**src/rtl/muldiv_unit.sv**
```systemverilog
// Iterative RV32M multiply/divide unit: one shift-add or restoring-divide step per
// RUN cycle on operand magnitudes, with signs re-applied when the result is written.
module muldiv_unit #(
    parameter int WIDTH = 32
) (
    input  logic             clk,
    input  logic             rst,
    input  logic             start,
    input  logic [2:0]       op,
    input  logic [WIDTH-1:0] operand_a,
    input  logic [WIDTH-1:0] operand_b,
    output logic             busy,
    output logic             done,
    output logic [WIDTH-1:0] result,
    output logic             div_by_zero
);

    localparam int CW = $clog2(WIDTH + 1);

    typedef enum logic [1:0] {S_IDLE, S_RUN, S_DONE} state_t;

    state_t           r_state, w_next;
    logic [2:0]       r_op;
    logic             r_neg, r_special, r_dbz_pend;
    logic [WIDTH-1:0] r_hi, r_lo, r_b;
    logic [CW-1:0]    r_cnt;
    logic [WIDTH-1:0] r_result;
    logic             r_div_by_zero;

    logic             w_accept;
    logic             w_sa, w_sb, w_a_neg, w_b_neg, w_neg;
    logic [WIDTH-1:0] w_a_mag, w_b_mag;
    logic             w_dbz, w_ovf;
    logic [WIDTH-1:0] w_spec_res;
    logic [WIDTH:0]   w_sum, w_trial, w_diff;
    logic             w_borrow;
    logic [2*WIDTH-1:0] w_prod, w_prod_s;
    logic [WIDTH-1:0] w_quo, w_rem, w_final;
    logic             w_last;

    assign w_accept = (r_state == S_IDLE) && start;
    assign w_last   = (r_cnt == CW'(WIDTH));

    // Operand classification, sampled only at the accepting edge
    assign w_sa    = (op == 3'b001) || (op == 3'b010) || (op == 3'b100) || (op == 3'b110);
    assign w_sb    = (op == 3'b001) || (op == 3'b100) || (op == 3'b110);
    assign w_a_neg = w_sa && operand_a[WIDTH-1];
    assign w_b_neg = w_sb && operand_b[WIDTH-1];
    assign w_a_mag = w_a_neg ? -operand_a : operand_a;
    assign w_b_mag = w_b_neg ? -operand_b : operand_b;
    assign w_neg   = (op == 3'b110) ? w_a_neg : (w_a_neg ^ w_b_neg);

    assign w_dbz = op[2] && (operand_b == '0);
    assign w_ovf = op[2] && !op[0] && (operand_a == {1'b1, {(WIDTH-1){1'b0}}})
                   && (operand_b == '1);
    assign w_spec_res = w_dbz ? (op[1] ? operand_a : '1) : (op[1] ? '0 : operand_a);

    // Multiply step: r_hi accumulates, r_lo shifts out multiplier bits
    assign w_sum = {1'b0, r_hi} + (r_lo[0] ? {1'b0, r_b} : '0);

    // Divide step: r_hi holds the partial remainder, r_lo shifts dividend out / quotient in
    assign w_trial  = {r_hi, r_lo[WIDTH-1]};
    assign w_diff   = w_trial - {1'b0, r_b};
    assign w_borrow = w_diff[WIDTH];

    assign w_prod   = {r_hi, r_lo};
    assign w_prod_s = r_neg ? -w_prod : w_prod;
    assign w_quo    = r_neg ? -r_lo : r_lo;
    assign w_rem    = r_neg ? -r_hi : r_hi;

    always_comb begin
        w_final = '0;
        case (r_op)
            3'b000:                 w_final = w_prod_s[WIDTH-1:0];
            3'b001, 3'b010, 3'b011: w_final = w_prod_s[2*WIDTH-1:WIDTH];
            3'b100, 3'b101:         w_final = w_quo;
            default:                w_final = w_rem;
        endcase
    end

    always_ff @(posedge clk) begin
        if (rst) begin
            r_state <= S_IDLE;
        end else begin
            r_state <= w_next;
        end
    end

    // Special cases spend a single RUN cycle so done arrives one edge after accept
    always_comb begin
        w_next = r_state;
        case (r_state)
            S_IDLE:  if (start) w_next = S_RUN;
            S_RUN:   if (r_special || w_last) w_next = S_DONE;
            S_DONE:  w_next = S_IDLE;
            default: w_next = S_IDLE;
        endcase
    end

    always_ff @(posedge clk) begin
        if (rst) begin
            r_op          <= '0;
            r_neg         <= 1'b0;
            r_special     <= 1'b0;
            r_dbz_pend    <= 1'b0;
            r_hi          <= '0;
            r_lo          <= '0;
            r_b           <= '0;
            r_cnt         <= '0;
            r_result      <= '0;
            r_div_by_zero <= 1'b0;
        end else if (w_accept) begin
            r_op          <= op;
            r_neg         <= w_neg;
            r_special     <= w_dbz || w_ovf;
            r_dbz_pend    <= w_dbz;
            r_div_by_zero <= 1'b0;
            r_cnt         <= '0;
            r_hi          <= '0;
            if (op[2]) begin
                r_lo <= (w_dbz || w_ovf) ? w_spec_res : w_a_mag;
                r_b  <= w_b_mag;
            end else begin
                r_lo <= w_b_mag;
                r_b  <= w_a_mag;
            end
        end else if (r_state == S_RUN) begin
            if (r_special) begin
                r_result      <= r_lo;
                r_div_by_zero <= r_dbz_pend;
            end else if (!w_last) begin
                r_cnt <= r_cnt + CW'(1);
                if (r_op[2]) begin
                    r_hi <= w_borrow ? w_trial[WIDTH-1:0] : w_diff[WIDTH-1:0];
                    r_lo <= {r_lo[WIDTH-2:0], ~w_borrow};
                end else begin
                    r_hi <= w_sum[WIDTH:1];
                    r_lo <= {w_sum[0], r_lo[WIDTH-1:1]};
                end
            end else begin
                r_result <= w_final;
            end
        end
    end

    assign busy        = (r_state != S_IDLE);
    assign done        = (r_state == S_DONE);
    assign result      = r_result;
    assign div_by_zero = r_div_by_zero;

endmodule

```
**config.mk**
```make
export PLATFORM = sky130hd
export DESIGN_NAME = muldiv_unit
export DESIGN_NICKNAME = d
export VERILOG_FILES = /design/src/rtl/muldiv_unit.sv
export SDC_FILE = /design/constraint.sdc
export NUM_CORES = 1
export LEC_CHECK = 0
export ABC_CLOCK_PERIOD_IN_PS = 4670
export CAP_MARGIN = 10
export CORE_MARGIN = 10
export CORE_UTILIZATION = 55
export CTS_CLUSTER_DIAMETER = 60
export DETAILED_ROUTE_END_ITERATION = 7
export GPL_ROUTABILITY_DRIVEN = 0
export GPL_TIMING_DRIVEN = 0
export PLACE_DENSITY_LB_ADDON = 0.15
export RECOVER_POWER = 25
export SLEW_MARGIN = 15
export SYNTH_ARGS = -nofsm -noshare
export SYNTH_HDL_FRONTEND = slang
export SYNTH_SLANG_ARGS = --single-unit
```
**constraint.sdc**
```tcl
create_clock -name clk -period 4.67 [get_ports clk]
set_input_delay 0.7005 -clock clk [delete_from_list [all_inputs] [get_ports clk]]
set_output_delay 0.7005 -clock clk [all_outputs]
set_load 0.01 [all_outputs]
```
After elaboration in Yosys (flattened, before gate mapping)
Cells that the tools add are included.
- register bits: 143
- input port bits: 70
- output and inout bits: 35
- add/subtract/negate cells: 8
- equality and inequality tests: 18
- multiplexer cells: 26
- bitwise operators: 5
- reduce and logical (&&, ||, !) cells: 29
- operator list (kind ; count):
    $mux W32 ; 20
    $neg A32 Y32 ; 4
    $pmux W32 S3 ; 1
    $eq A32 B32 Y1 const B ; 2
    $mux W64 ; 1
    $neg A64 Y64 ; 1
    $add A32 B32 Y33 ; 1
    $sub A33 B32 Y33 ; 1
    $logic_not A32 Y1 ; 1
    $eq A3 B3 Y1 const B ; 4
    $eq A3 B2 Y1 const B ; 3
    $reduce_and A3 Y1 ; 3
    $logic_and A1 B1 Y1 ; 7
    $logic_or A1 B1 Y1 ; 7
    $add A6 B1 Y6 const B ; 1
    $eq A3 B1 Y1 const B ; 2
    $eq A6 B6 Y1 const B ; 1
    $ne A2 B2 Y1 const B ; 3
    $reduce_bool A2 Y1 ; 3
    $mux W2 ; 2
    $not A1 Y1 ; 4
    $pmux W2 S2 ; 1
    $reduce_and A2 Y1 ; 2
    $reduce_or A2 Y1 ; 2
    other kinds (9) ; 9

Logic depth before layout (Yosys ltp)
- depth after elaboration: 9
- gate-level depth with buffers: 15
- gate-level depth less buffers: 13

Least setup slack after synthesis
Ideal clock, no wire load.
- path kind: flip-flop to flip-flop
- start: register r_lo[0]
- end: register r_hi[29]
- setup time: 119 ps
- arrival time: 3301 ps
- required time: 4551 ps
- path slack: 1249 ps
- stages on the path, launching flop included: 14
- buffers on the path: 0
- period minus slack after synthesis: 3421 ps
- cells stage by stage: dfxtp_1 -> and2_1 -> ha_1 -> fa_1 -> a211oi_1 -> o211ai_1 -> and4b_1 -> o311a_1 -> a211oi_1 -> o21ai_0 -> a21o_1 -> or3_1 -> a31oi_1 -> nor3b_1
- longest elaborated chain between the ends: 3
- RTL lines (what ; line ; text):
    start: declaration ; 25 ; logic [WIDTH-1:0] r_hi, r_lo, r_b;
    start signal: assignment ; 121 ; r_lo <= (w_dbz || w_ovf) ? w_spec_res : w_a_mag;
    start signal: assignment ; 124 ; r_lo <= w_b_mag;
    start signal: assignment ; 135 ; r_lo <= {r_lo[WIDTH-2:0], ~w_borrow};
    $mux W32 ; 59 ; assign w_sum = {1'b0, r_hi} + (r_lo[0] ? {1'b0, r_b} : '0);
    $add A32 B32 Y33 ; 59 ;
    $mux W32 ; 133 ; if (r_op[2]) begin
    end signal: assignment ; 134 ; r_hi <= w_borrow ? w_trial[WIDTH-1:0] : w_diff[WIDTH-1:0];
    end signal: assignment ; 137 ; r_hi <= w_sum[WIDTH:1];
    end: declaration ; 25 ;
Every way passes these cells.
A chain may end at the register's enable or synchronous reset.

Final worst setup path
- start: register r_lo[0]
- end: register r_result[16] (netlist: result[16])
- longest elaborated chain between the ends: 5
- RTL lines (what ; line ; text):
    $neg A64 Y64 or $neg A32 Y32 (tied branches) ; 67, 68 ;
    $mux W64 or $mux W32 (tied branches) ; 67, 68 ;
    $pmux W32 S3 * ; 73 ; case (r_op)
    $mux W32 * ; 131 ; end else if (!w_last) begin
    $mux W32 * ; 128 ; if (r_special) begin
    end signal: assignment ; 129 ; r_result <= r_lo;
    end signal: assignment ; 141 ; r_result <= w_final;
    end: declaration ; 27 ; logic [WIDTH-1:0] r_result;
Every way passes the cells marked *; elsewhere a longest branch is shown, timed or not. The select of a mux whose other input is x is not followed.

==> reports/qor.csv <==
stage;metric;value;unit
outcome;outcome;finished, violations left;
outcome;failing checks;design-rule violations;
finish;ant diodes;0;
timing;Clock Skew;11.2;ps
floorplanning;io pins;105;
setup_path;CP max FO;10;
global_routing;first-pass GRT wire length;99.0;mm
power;Leakage;0.00649;uW
yosys;Seq/Total Area, Yosys;19.3;%
cts;clock tree buffer depth;2;
yosys;Post-Syn Instances;2140;
global_routing;grt total ovfl;0;
routing;top sig layer;met4;
routing;first-iteration detailed-routing DRC count;3543;
yosys;synthesized area;14800;um2
global_routing;initial antenna violation count;1;
yosys;Cell variety after synth;80;
timing;min Tclk post-route;4490;ps
setup_path;Required @ worst endpoint;4980;ps
routing;Initial DRT Pass Iterations;8;
cts;cts hold-fix bufs;0;
cts;Worst-path clk slew;70;ps
finish;share of cells above drive strength 1;3.91;%
yosys;Synth top area share;19.3;%
cts;Num CTS Buffers;17;
yosys;async set-reset flop share out of synthesis;0;%
timing;setup repair after global routing missed its margin;false;
global_routing;pin count of the biggest net entering global routing;17;
setup_path;CP Class;reg -> reg;
floorplanning;Initial Utilization;55.5;%
timing;Final Hold Viols;0;
timing;fin. max-slew vios;0;
placement;placed insts;2585;
yosys;EDFF count, synth;0;
routing;ANT nets after route;0;
routing;Vias;18500;
floorplanning;Die H;184;um
min_path;Hold WC Path Type;reg -> reg;
routing;wire length per cell;25.2;um
timing;relative max-transition margin;21.5;%
timing;fmax;0.223;GHz
yosys;Synth Flop Type;dfxtp_1;
power;Power Density;295;nW/um2
finish;fin util;63.3;%
finish;post-route insts no fill;2620;
routing;# DRC;3;
power;worst vdd ir;0.312;mV
floorplanning;row count;60;
timing;Final Cycle Share;96.2;%
routing;final wirelength;66.0;mm
yosys;Synth area leader;dfxtp_1;
routing;met3 wire len;9.91;mm
yosys;Mapped Nets;2283;
yosys;Synthesis Warnings;0;
yosys;largest cells by area after synthesis;dfxtp_1, a21oi_1, ha_1;
routing;vias per std cell;7.06;
routing;WL met1;23.9;mm
timing;worst-margin pin slew;1180;ps
cts;clk_lat worst skew;450;ps
finish;most frequent cells in the layout;nor2_1, a21oi_1, nand2_1;
cts;CTS Sinks;143;
finish;fin nets;2409;
global_routing;vias in the first global route;16700;
setup_path;Worst setup EP type;register;
placement;number of port buffers;104;
setup_path;CP Launch Type;register;
timing;final setup violating endpoints;0;
finish;fill count;2474;
floorplanning;Horiz. Die Dim;184;um
routing;DR WL met2;26.7;mm
finish;Area Growth Syn to Fin;14.1;%
setup_path;CP arrival;4800;ps
floorplanning;core area;26700;um2
flow_run;max_cap viols;0;
timing;setup TNS;0;ps
cts;TritonCTS clock tree;yes;
yosys;Yosys reg bits;143;
finish;leading cell type in the layout, fill and taps excluded;nor2_1;
placement;DPL Wire Length;50.2;mm
global_routing;All-Layer GR Usage;37.6;%
cts;root buf cell;clkbuf_16;
floorplanning;Die ar.;33900;um2
yosys;syn_area_per_cell;6.93;um2
cts;htree depth;4;
stage by stage:
step / hold slack (ps) / instance area [um2] / worst slack, ps / total power (uW)
6_report: 449 / 16900 / 177 / 4990
5_1_grt: 467 / 16900 / 111 / 5150
4_1_cts: 453 / 16900 / 175 / 4820
3_5_place_dp: 444 / 16300 / 55.1 / 3440
3_3_place_gp: 443 / 16300 / 115 / 3410
2_1_floorplan: 432 / 14800 / 1250 / 2760
kinds of logic (layout without fill, tap and decap cells):
| kind of cell | Yosys count | after routing | share of synthesized area (%) |
|---|---|---|---|
| mux | 57 | 57 | 3.95 |
| xor+xnor | 150 | 150 | 8.85 |
| simple gates | 724 | 724 | 22.7 |
| fa+ha+maj | 73 | 73 | 6.26 |
| flops | 143 | 143 | 19.3 |
| buf+inv | 240 | 379 | 6.32 |
| compound gates | 753 | 753 | 32.6 |
path summary, 6_finish.rpt:
kind                            from                       to  slack (ps)  depth (start not counted)
max reg2reg     r_lo[0]$_SDFFE_PP0P_  result[16]$_SDFFE_PP0P_         180                         12
max             r_lo[0]$_SDFFE_PP0P_  result[16]$_SDFFE_PP0P_         180                         12
min reg2reg  result[15]$_SDFFE_PP0P_  result[15]$_SDFFE_PP0P_         450                          2
min          result[15]$_SDFFE_PP0P_  result[15]$_SDFFE_PP0P_         450                          2
synth_stat cells (all sizes together) (51+ instances only):
cell type,instances
dfxtp,143
nand2,217
xor2,61
a21oi,218
xnor2,89
nor3,55
ha,71
o21ai,181
nor2,236
a211oi,51
o211ai,59
clkbuf,131
inv,82
routing by layer:
metal | GRT usage, % | vias to the layer above
met5 | 0 | -
met4 | 24.4 | 0
met3 | 12.2 | 460
met2 | 54.9 | 1638
met1 | 46.4 | 8300
li1 | - | 8096
flip-flops by register name, summed over array words and instances, names as in the netlist:
name,count
r_b,32
r_hi,32
r_lo,32
result,32
r_cnt,6
r_op,3
r_state,2
div_by_zero,1
r_dbz_pend,1
r_neg,1
r_special,1
cell type report:
type | instances | area (um2) | share of cell area (%)
Multi-Input combinational cell | 1757 | 11000 | 65.3
Sequential cell | 143 | 2860 | 16.9
Timing Repair Buffer | 107 | 1060 | 6.28
Buffer | 158 | 632 | 3.73
Tap cell | 341 | 427 | 2.52
Clock buffer | 17 | 425 | 2.51
Inverter | 82 | 308 | 1.82
Clock inverter | 15 | 163 | 0.961
power breakdown:
part | total, uW | internal [uW] | switching, uW | leakage [uW]
Combinational | 2170 | 756 | 1410 | 0.00504
Clock | 1410 | 759 | 655 | 0.000283
Sequential | 1410 | 1300 | 110 | 0.00117
Total | 4990 | 2810 | 2180 | 0.00649
critical path, cell delays in order, from the launching register on:
cell and delay (ps):
dfxtp_1 420, inv_1 200, clkbuf_1 510, ha_1 350, nor4b_2 580, nand3_1 270, or4_4 530, and2_4 180
o41ai_4 230, xor2_1 590, a21oi_1 160, o221ai_1 220, a21oi_1 100
repair_timing:
item / in CTS / in global routing
setup endpoints to repair: 0 / 24
setup buffers: 0 / 3
gates resized for setup: 0 / 3
(Power assumes the default switching activity.)
